<file path="src/rtl/keystroke_parser.sv">
// Calculator keystroke front end: builds two decimal operands and an operator mode from ASCII keys.
// Optional feature macro: KP_BACKSPACE_EN enables Backspace editing of the operand being entered.
module keystroke_parser #(
  parameter int NUM_WIDTH  = 10,
  parameter int MAX_DIGITS = 3
) (
  input  logic                 clk,
  input  logic                 rst,
  input  logic [7:0]           ascii_in,
  input  logic                 ascii_valid,
  output logic [2:0]           mode_select,
  output logic [1:0]           valid_check,
  output logic [NUM_WIDTH-1:0] operand_a,
  output logic [NUM_WIDTH-1:0] operand_b,
  output logic                 print_enable
);

  typedef enum logic [1:0] {OPA = 2'd0, OPB = 2'd1, DONE = 2'd2} stateT;

  localparam int WW = NUM_WIDTH + 4;
  localparam int CW = $clog2(MAX_DIGITS + 1);
  localparam logic [CW-1:0] CNT_MAX = CW'(MAX_DIGITS);
  localparam logic [WW-1:0] MAX_VAL = {{4{1'b0}}, {NUM_WIDTH{1'b1}}};

  localparam logic [1:0] V_IDLE = 2'b00;
  localparam logic [1:0] V_OK   = 2'b01;
  localparam logic [1:0] V_BAD  = 2'b10;
  localparam logic [1:0] V_OVF  = 2'b11;

  function automatic logic [2:0] opCode(input logic [7:0] k);
    case (k)
      8'h2B:   return 3'b001;
      8'h2D:   return 3'b010;
      8'h2A:   return 3'b011;
      8'h2F:   return 3'b100;
      default: return 3'b000;
    endcase
  endfunction

  function automatic logic [WW-1:0] appendDigit(input logic [NUM_WIDTH-1:0] acc, input logic [3:0] d);
    return WW'(acc) * WW'(10) + WW'(d);
  endfunction

  stateT                stateR, stateN;
  logic [NUM_WIDTH-1:0] aR, aN, bR, bN;
  logic [CW-1:0]        cntAR, cntAN, cntBR, cntBN;
  logic [2:0]           modeR, modeN;
  logic [1:0]           validR, validN;
  logic                 printR, printN;

  logic [NUM_WIDTH-1:0] accCur;
  logic [CW-1:0]        cntCur;
  logic [WW-1:0]        sum;
  logic                 isDigit, digitOk, isEnter, isClear;

  // State register: every output is driven straight from these flops.
  always_ff @(posedge clk) begin
    if (rst) begin
      stateR <= OPA;
      aR     <= '0;
      bR     <= '0;
      cntAR  <= '0;
      cntBR  <= '0;
      modeR  <= 3'b000;
      validR <= V_IDLE;
      printR <= 1'b0;
    end else begin
      stateR <= stateN;
      aR     <= aN;
      bR     <= bN;
      cntAR  <= cntAN;
      cntBR  <= cntBN;
      modeR  <= modeN;
      validR <= validN;
      printR <= printN;
    end
  end

  // Next-state and next-data decode of the strobed key.
  always_comb begin
    accCur  = (stateR == OPB) ? bR : aR;
    cntCur  = (stateR == OPB) ? cntBR : cntAR;
    sum     = appendDigit(accCur, ascii_in[3:0]);
    isDigit = (ascii_in >= 8'h30) && (ascii_in <= 8'h39);
    digitOk = (cntCur != CNT_MAX) && (sum <= MAX_VAL);
    isEnter = (ascii_in == 8'h0D) || (ascii_in == 8'h3D);
    isClear = (ascii_in == 8'h1B) || (ascii_in == 8'h63);
    stateN  = stateR;
    aN      = aR;
    bN      = bR;
    cntAN   = cntAR;
    cntBN   = cntBR;
    modeN   = modeR;
    validN  = validR;
    printN  = 1'b0;
    if (ascii_valid) begin
      validN = V_BAD;
      if (isDigit) begin
        if (stateR == DONE) begin
          aN     = NUM_WIDTH'(ascii_in[3:0]);
          bN     = '0;
          cntAN  = CW'(1);
          cntBN  = '0;
          modeN  = 3'b000;
          stateN = OPA;
          validN = V_OK;
        end else if (digitOk) begin
          if (stateR == OPB) begin
            bN    = sum[NUM_WIDTH-1:0];
            cntBN = cntBR + CW'(1);
          end else begin
            aN    = sum[NUM_WIDTH-1:0];
            cntAN = cntAR + CW'(1);
          end
          validN = V_OK;
        end else begin
          validN = V_OVF;
        end
      end else if (opCode(ascii_in) != 3'b000) begin
        if (stateR == OPA && cntAR != '0) begin
          modeN  = opCode(ascii_in);
          stateN = OPB;
          validN = V_OK;
        end else if (stateR == OPB && cntBR == '0) begin
          modeN  = opCode(ascii_in);  // operator correction before any B digit
          validN = V_OK;
        end else begin
          validN = V_BAD;
        end
      end else if (ascii_in == 8'h73) begin
        if (stateR == OPA && cntAR != '0) begin
          modeN  = 3'b101;
          stateN = DONE;
          printN = 1'b1;
          validN = V_OK;
        end else begin
          validN = V_BAD;
        end
      end else if (isEnter) begin
        if (stateR == OPB && cntBR != '0) begin
          stateN = DONE;
          printN = 1'b1;
          validN = V_OK;
        end else begin
          validN = V_BAD;
        end
      end else if (isClear) begin
        stateN = OPA;
        aN     = '0;
        bN     = '0;
        cntAN  = '0;
        cntBN  = '0;
        modeN  = 3'b000;
        validN = V_OK;
`ifdef KP_BACKSPACE_EN
      end else if (ascii_in == 8'h08) begin
        if (stateR != DONE && cntCur != '0) begin
          if (stateR == OPB) begin
            bN    = accCur / NUM_WIDTH'(10);
            cntBN = cntBR - CW'(1);
          end else begin
            aN    = accCur / NUM_WIDTH'(10);
            cntAN = cntAR - CW'(1);
          end
          validN = V_OK;
        end else if (stateR == OPB) begin
          modeN  = 3'b000;
          stateN = OPA;
          validN = V_OK;
        end else begin
          validN = V_BAD;
        end
`endif
      end else begin
        validN = V_BAD;
      end
    end else begin
      validN = validR;
    end
  end

  // Output drive from the registered state.
  always_comb begin
    mode_select  = modeR;
    valid_check  = validR;
    operand_a    = aR;
    operand_b    = bR;
    print_enable = printR;
  end

endmodule

</file>
<file path="config.mk">
export PLATFORM = sky130hd
export DESIGN_NAME = keystroke_parser
export DESIGN_NICKNAME = d
export VERILOG_FILES = /design/src/rtl/keystroke_parser.sv
export SDC_FILE = /design/constraint.sdc
export NUM_CORES = 1
export LEC_CHECK = 0
export ABC_CLOCK_PERIOD_IN_PS = 3700
export CAP_MARGIN = 20
export CORE_MARGIN = 2
export CORE_UTILIZATION = 30
export DETAILED_ROUTE_END_ITERATION = 8
export SETUP_SLACK_MARGIN = 0.3
export SYNTH_ARGS = -nofsm -noshare
export SYNTH_HDL_FRONTEND = slang
export SYNTH_SLANG_ARGS = --single-unit
</file>
<file path="constraint.sdc">
create_clock -name clk -period 3.7 [get_ports clk]
set_input_delay 0.37 -clock clk [delete_from_list [all_inputs] [get_ports clk]]
set_output_delay 0.37 -clock clk [all_outputs]
set_load 0.005 [all_outputs]
</file>
==> results.cfg, run 1 <==
[outcome]
status = finished clean

[timing]
fin_ws_ps = 263
setup_violations = 0
maxSlewHeadroom_pct = 65.2
hold_slack_ps = 471
skew_ps = 5.75
report.final.slew_viol_count = 0
worstMarginPinSlew_ps = 520
rsz0062_at_grt = yes
fmax_ghz = 0.291
hold_viol = 0
finalCriticalPeriod_ps = 3440
post-route-period-util_pct = 92.9

[floorplan]
ios = 37
fp.coreArea_mm2 = 0.00773
die_h_um = 93.1
die_w_um = 93.1
initial_core_util_pct = 30.8
num_rows = 32
die-area_mm2 = 0.00867

[logic_synthesis]
synth-main-ff-cell = dfxtp_1
synth_seq_area_share_pct = 26.9
yosys_register_bits = 32
synth_cell_types = 54
async_reset_ff_share_pct = 0
yosysWarnings = 0
synth_edf_count = 0
postSynthCellCount = 298
synth_nets = 332
syn_avg_cell_area_um2 = 7.99
synth.cell_area_mm2 = 0.00238

[run]
drv_cap = 0

[global_route]
grtUsageMet1_pct = 20.9
gr-total-overflow = 0
grt_pass1_wl_um = 10600
grt_util_met2_pct = 24.9
antenna_found_initial = 0
grt_util_met3_pct = 2.74
grt_pass1_vias = 2153
grt_max_degree = 19
track_usage_pct = 15.6
gr-max-usage-layer = met2

[power]
swShare_pct = 24.3
cellLeakagePower_nw = 1.34
power_frac_seq_pct = 45.9
clockPowerShare_pct = 46.2
p_per_area_mw_per_mm2 = 221
p_switching_uw = 183
p_int_uw = 569
peakVddDrop_uv = 139
p_comb_share_pct = 7.8

[clock_tree]
clk_pin_slew_ps = 70
numCtsBuffers = 5
clkLatencyLatePin_ps = 300
clock-sinks = 32
h-tree-depth = 2
root_buffer = clkbuf_8
cts_tree = yes
clk_path_buf_depth = 2

[layout]
post-route-util_pct = 44.1
antenna_cells = 0
drive_gt1_share_pct = 22.5
fin_nets = 389
area_growth_pct = 43.1
final_cells = 458

[worst_setup_path]
timing.rr.start = stateR[1]
r2r_setup_slack_ps = 260
cp-startpoint = stateR[1]
crit_chain = nand2b_4 -> nand2_4 -> nand2_4 -> ha_4 -> ha_4 -> fa_2 -> buf_6 -> a211o_1 -> a21oi_4 -> nor4_4 -> a21o_1 -> a211o_4 -> clkbuf_16 -> nand3_1 -> o21ai_1
crit_slowest_cell = fa_2
criticalPathCategory = register to register
cp-end-kind = register
critical_path.startpoint_type = register
worstPathArrival_ps = 3630
cp.required_ps = 3890
cpPeakStageDelay_ps = 430
path_max_fanout = 9

[placement]
post-dp-hpwl_um = 5070
portBuffers = 36
gp_congestion = 0.899
dp_slack_ps = -6.23
place_inst = 434

[min_path]
worstHoldPathType = register to register
hp-start = valid_check[0]

[drt]
routed_wl_um = 7420
ant_nets = 0
vias_per_cell = 5.38
num_vias = 2466
wl_per_cell_um = 16.2
drt-initial-drc-count = 158
drt-pass1-iter-count = 4
post-route-drc-count = 0
==> logic make-up (layout without fill, tap and decap cells) <==
family	Yosys count	count (layout)	synth area share, %
mux	6	6	2.52
simple gates	127	127	26.9
flops	32	32	26.9
fa+ha+maj	23	23	12.7
xor+xnor	9	9	3.31
buf+inv	22	80	3.99
compound gates	79	79	23.7
==> synth_stat cells (all sizes together) (2+ instances only) <==
| master | n | area [µm²] |
|---|---|---|
| nor3b | 2 | 15.0 |
| nand3 | 20 | 105 |
| o2bb2ai | 12 | 105 |
| o31ai | 3 | 37.5 |
| o21ai | 20 | 100 |
| nand2 | 47 | 176 |
| xor2 | 4 | 35.0 |
| ha | 21 | 263 |
| or3 | 2 | 12.5 |
| a211oi | 4 | 30.0 |
| inv | 12 | 45.0 |
| and4 | 3 | 26.3 |
| xnor2 | 5 | 43.8 |
| clkbuf | 6 | 22.5 |
| nor2 | 21 | 78.8 |
| dfxtp | 32 | 641 |
| a21oi | 16 | 83.8 |
| buf | 4 | 27.5 |
| nand4b | 2 | 17.5 |
| mux2i | 6 | 60.1 |
| nor2b | 5 | 31.3 |
| o211ai | 5 | 37.5 |
| fa | 2 | 40.0 |
| nand2b | 6 | 37.5 |
| nor3 | 2 | 10.0 |
| nor4 | 3 | 33.8 |
| nand4 | 5 | 31.3 |
| a211o | 3 | 26.3 |
| or2 | 5 | 31.3 |
| o2111ai | 2 | 17.5 |
| o311ai | 2 | 25.0 |
| a21o | 2 | 15.0 |
==> final timing paths <==
kind,to,depth (start not counted)
max,cntBR[1],15
min,valid_check[0],2
max reg2reg,cntBR[1],15
min reg2reg,valid_check[0],2
==> stage by stage <==
| step | setup TNS [ps] | total power [mW] | cell area [µm²] |
|---|---|---|---|
| CTS | 0 | 0.752 | 3090 |
| floorplan | 0 | 0.381 | 2390 |
| detailed placement | -11.5 | 0.410 | 2900 |
| finish | 0 | 0.752 | 3410 |
| global placement | 0 | 0.410 | 2900 |
| global route | 0 | 0.775 | 3410 |
==> layer usage <==
metal  vias up  part of all wire (%)
li1       1200                     -
met1      1189                    47
met2        60                    47
met3        17                   3.5
met4         0                   2.5
met5         -                     0
==> final cells by class <==
| type | count | area [µm²] |
|---|---|---|
| repair buffers | 60 | 599 |
| fillers | 737 | 4320 |
| multi-input cells | 244 | 1880 |
| well taps | 102 | 128 |
| inverters | 12 | 45.0 |
| flip-flops and latches | 32 | 646 |
| clock buffers | 5 | 68.8 |
| clock inverters | 3 | 42.5 |
==> layout by cell type (no fill, tap or decap), drive strengths merged, types with 2 or more instances in the layout <==
cell type and count:
xnor2 5, o211ai 5, nand2 47, inv 12, a21o 2, buf 22, o311ai 2, clkdlybuf4s50 36
nor2b 5, xor2 4, a211oi 4, dfxtp 32, and4 3, nor3b 2, o2bb2ai 12, o2111ai 2
or3 2, o21ai 20, nand3 20, a211o 3, fa 2, nor3 2, nand4 5, nor4 3
nand4b 2, or2 5, o31ai 3, ha 21, mux2i 6, a21oi 16, nor2 21, clkbuf 7
nand2b 6
==> flip-flops by register name, indices dropped and copies added (netlist names) <==
signal        cells
operand_a        10
stateR            2
cntAR             2
valid_check       2
operand_b        10
print_enable      1
cntBR             2
mode_select       3
==> worst max-delay path: cells and delay by family, from the launching register on <==
family	cells	cell delay (ps)
AOI/OAI and AO/OA	5	1280
DFF	1	390
and+or+nand+nor	5	520
buffers and inverters	2	340
adders and majority gates	3	800
==> power by group through the flow <==
stage | clock network, mW | registers (mW) | logic (mW)
floorplan | 0 | 0.354 | 0.0270
global placement | 0 | 0.354 | 0.0557
detailed placement | 0 | 0.354 | 0.0558
CTS | 0.350 | 0.346 | 0.0562
global route | 0.366 | 0.346 | 0.0637
finish | 0.348 | 0.345 | 0.0589
==> what timing repair did <==
| item | 4_1_cts | 5_1_grt |
|---|---|---|
| pin swaps | 4 | 17 |
| setup buffers | 3 | 11 |
| gates cloned | 0 | 2 |
| setup endpoints to repair | 25 | 25 |
| resized for setup | 11 | 39 |
| hold buffers | 0 | 0 |
No activity file was read; power rests on OpenSTA's default activity.
==> run 2: changes to the inputs <==
PLACE_DENSITY = 0.48   (was default)
SLEW_MARGIN = 20   (was default)
==> run 2 against run 1 <==
Against the previous run: critical path type unchanged; routed wire length decreased by 4.9%; clock skew about the same; core utilization is 1.4 points lower; sequential share of layout area is 0.62 points higher; maximum frequency up 2.3%; sequential power barely moved; cell count fell by 0.87%; critical path depth did not move.
==> results.cfg, run 2 (synthesized netlist as in run 1, its figures left out) <==
[placement]
post-dp-hpwl_um = 5350
dp_slack_ps = 78.9
portBuffers = 36
placed_cell_area_mm2 = 0.00290
gp_congestion = 0.855

[floorplan]
ios = 37
die_h_um = 93.1
fp.coreArea_mm2 = 0.00773
initial_core_util_pct = 30.8
die_w_um = 93.1
die-area_mm2 = 0.00867
num_rows = 32

[drt]
drt-initial-drc-count = 86
wl_per_cell_um = 15.6
routed_wl_um = 7060
wl_met1_um = 3450
num_vias = 2342
vias_per_cell = 5.16
ant_nets = 0
routed-wl-met3_um = 150
drt-pass1-iter-count = 6
top_layer = met4
wl_met2_um = 3400
post-route-drc-count = 0

[run]
drv_cap = 0

[clock_tree]
h-tree-depth = 2
clock-sinks = 32
clk_pin_slew_ps = 70
cts_tree = yes
cts_hold_buf = 0
clk_path_buf_depth = 2
root_buffer = clkbuf_8
numCtsBuffers = 5
clkLatencyLatePin_ps = 280

[timing]
maxSlewHeadroom_pct = 65.5
hold_viol = 0
timing.setup.tns_ps = 0
setup_violations = 0
post-route-period-util_pct = 90.8
fmax_ghz = 0.298
rsz0062_at_grt = yes
worstMarginPinSlew_ps = 515
fin_ws_ps = 340
skew_ps = 5.68
report.final.slew_viol_count = 0
finalCriticalPeriod_ps = 3360

[global_route]
track_usage_pct = 16.2
grt_pass1_vias = 2211
grt_max_degree = 14
grt_pass1_wl_um = 11200
antenna_found_initial = 0
gr-total-overflow = 0

[layout]
area_growth_pct = 38.6
final_common_cell = nand2_1
most-common-layout-cells = 44 x nand2_1, 36 x clkdlybuf4s50_1, 30 x dfxtp_1
antenna_cells = 0
drive_gt1_share_pct = 21.0
final_cell_area_mm2 = 0.00330
fin_nets = 385

[power]
cellLeakagePower_nw = 1.29
p_per_area_mw_per_mm2 = 226
peakVddDrop_uv = 191

[worst_setup_path]
critical_path.startpoint_type = register
worstPathArrival_ps = 3540
cp-end-kind = register
r2r_setup_slack_ps = 340
path_max_fanout = 6
criticalPathCategory = register to register
cp.required_ps = 3880

[min_path]
worstHoldPathType = register to register

[outcome]
status = finished clean
==> run 2: worst max-delay path: stages (launching register included) <==
cell	delay, ps
dfxtp_2	360
nor2b_4	230
buf_6	150
nand2_1	50
nand2_1	130
ha_1	270
ha_2	380
a211o_1	370
a21oi_4	190
nor4_4	70
a21o_1	210
buf_4	140
a211o_1	370
buf_4	190
nand3_1	70
o21ai_1	60
==> run 2: area by class of cell <==
cell class / count / area (µm²)
Timing Repair Buffer: 56 / 523
Clock buffer: 6 / 72.6
Tap cell: 102 / 128
Clock inverter: 2 / 35.0
Fill cell: 796 / 4430
Inverter: 12 / 45.0
Sequential cell: 32 / 646
Multi-Input combinational cell: 244 / 1850
==> run 2: through the flow <==
step	cells	total power, mW	hold slack (ps)	util, %
detailed placement	436	0.411	466	37.5
CTS	445	0.750	476	39.6
finish	454	0.744	473	42.7
floorplan	298	0.381	450	-
global route	454	0.768	505	42.7
global placement	436	0.411	469	37.5
==> run 2: final timing paths <==
kind                                startpoint  cells past startpoint             end
worst max-delay path                 stateR[0]                     15    operand_b[5]
worst min-delay path            valid_check[0]                      2  valid_check[0]
worst max register to register       stateR[0]                     15    operand_b[5]
worst min register to register  valid_check[0]                      2  valid_check[0]
==> run 2: repair_timing <==
action	in CTS	in global routing
gates cloned	0	2
gates resized for setup	11	37
setup buffers	1	7
setup endpoints to repair	25	25
hold endpoints to repair	0	0
pin swaps	3	24
==> run 2: metal layers <==
layer | global-route usage, % | vias to the layer above
met4 | 3.06 | 0
met5 | 0 | -
met2 | 27.2 | 36
li1 | - | 1191
met1 | 22.4 | 1111
met3 | 2.34 | 4
==> run 2: report_power, final <==
part	switching, mW	total [mW]	internal [mW]
logic	0.0328	0.0585	0.0258
clock network	0.140	0.340	0.200
registers	0.000738	0.345	0.345
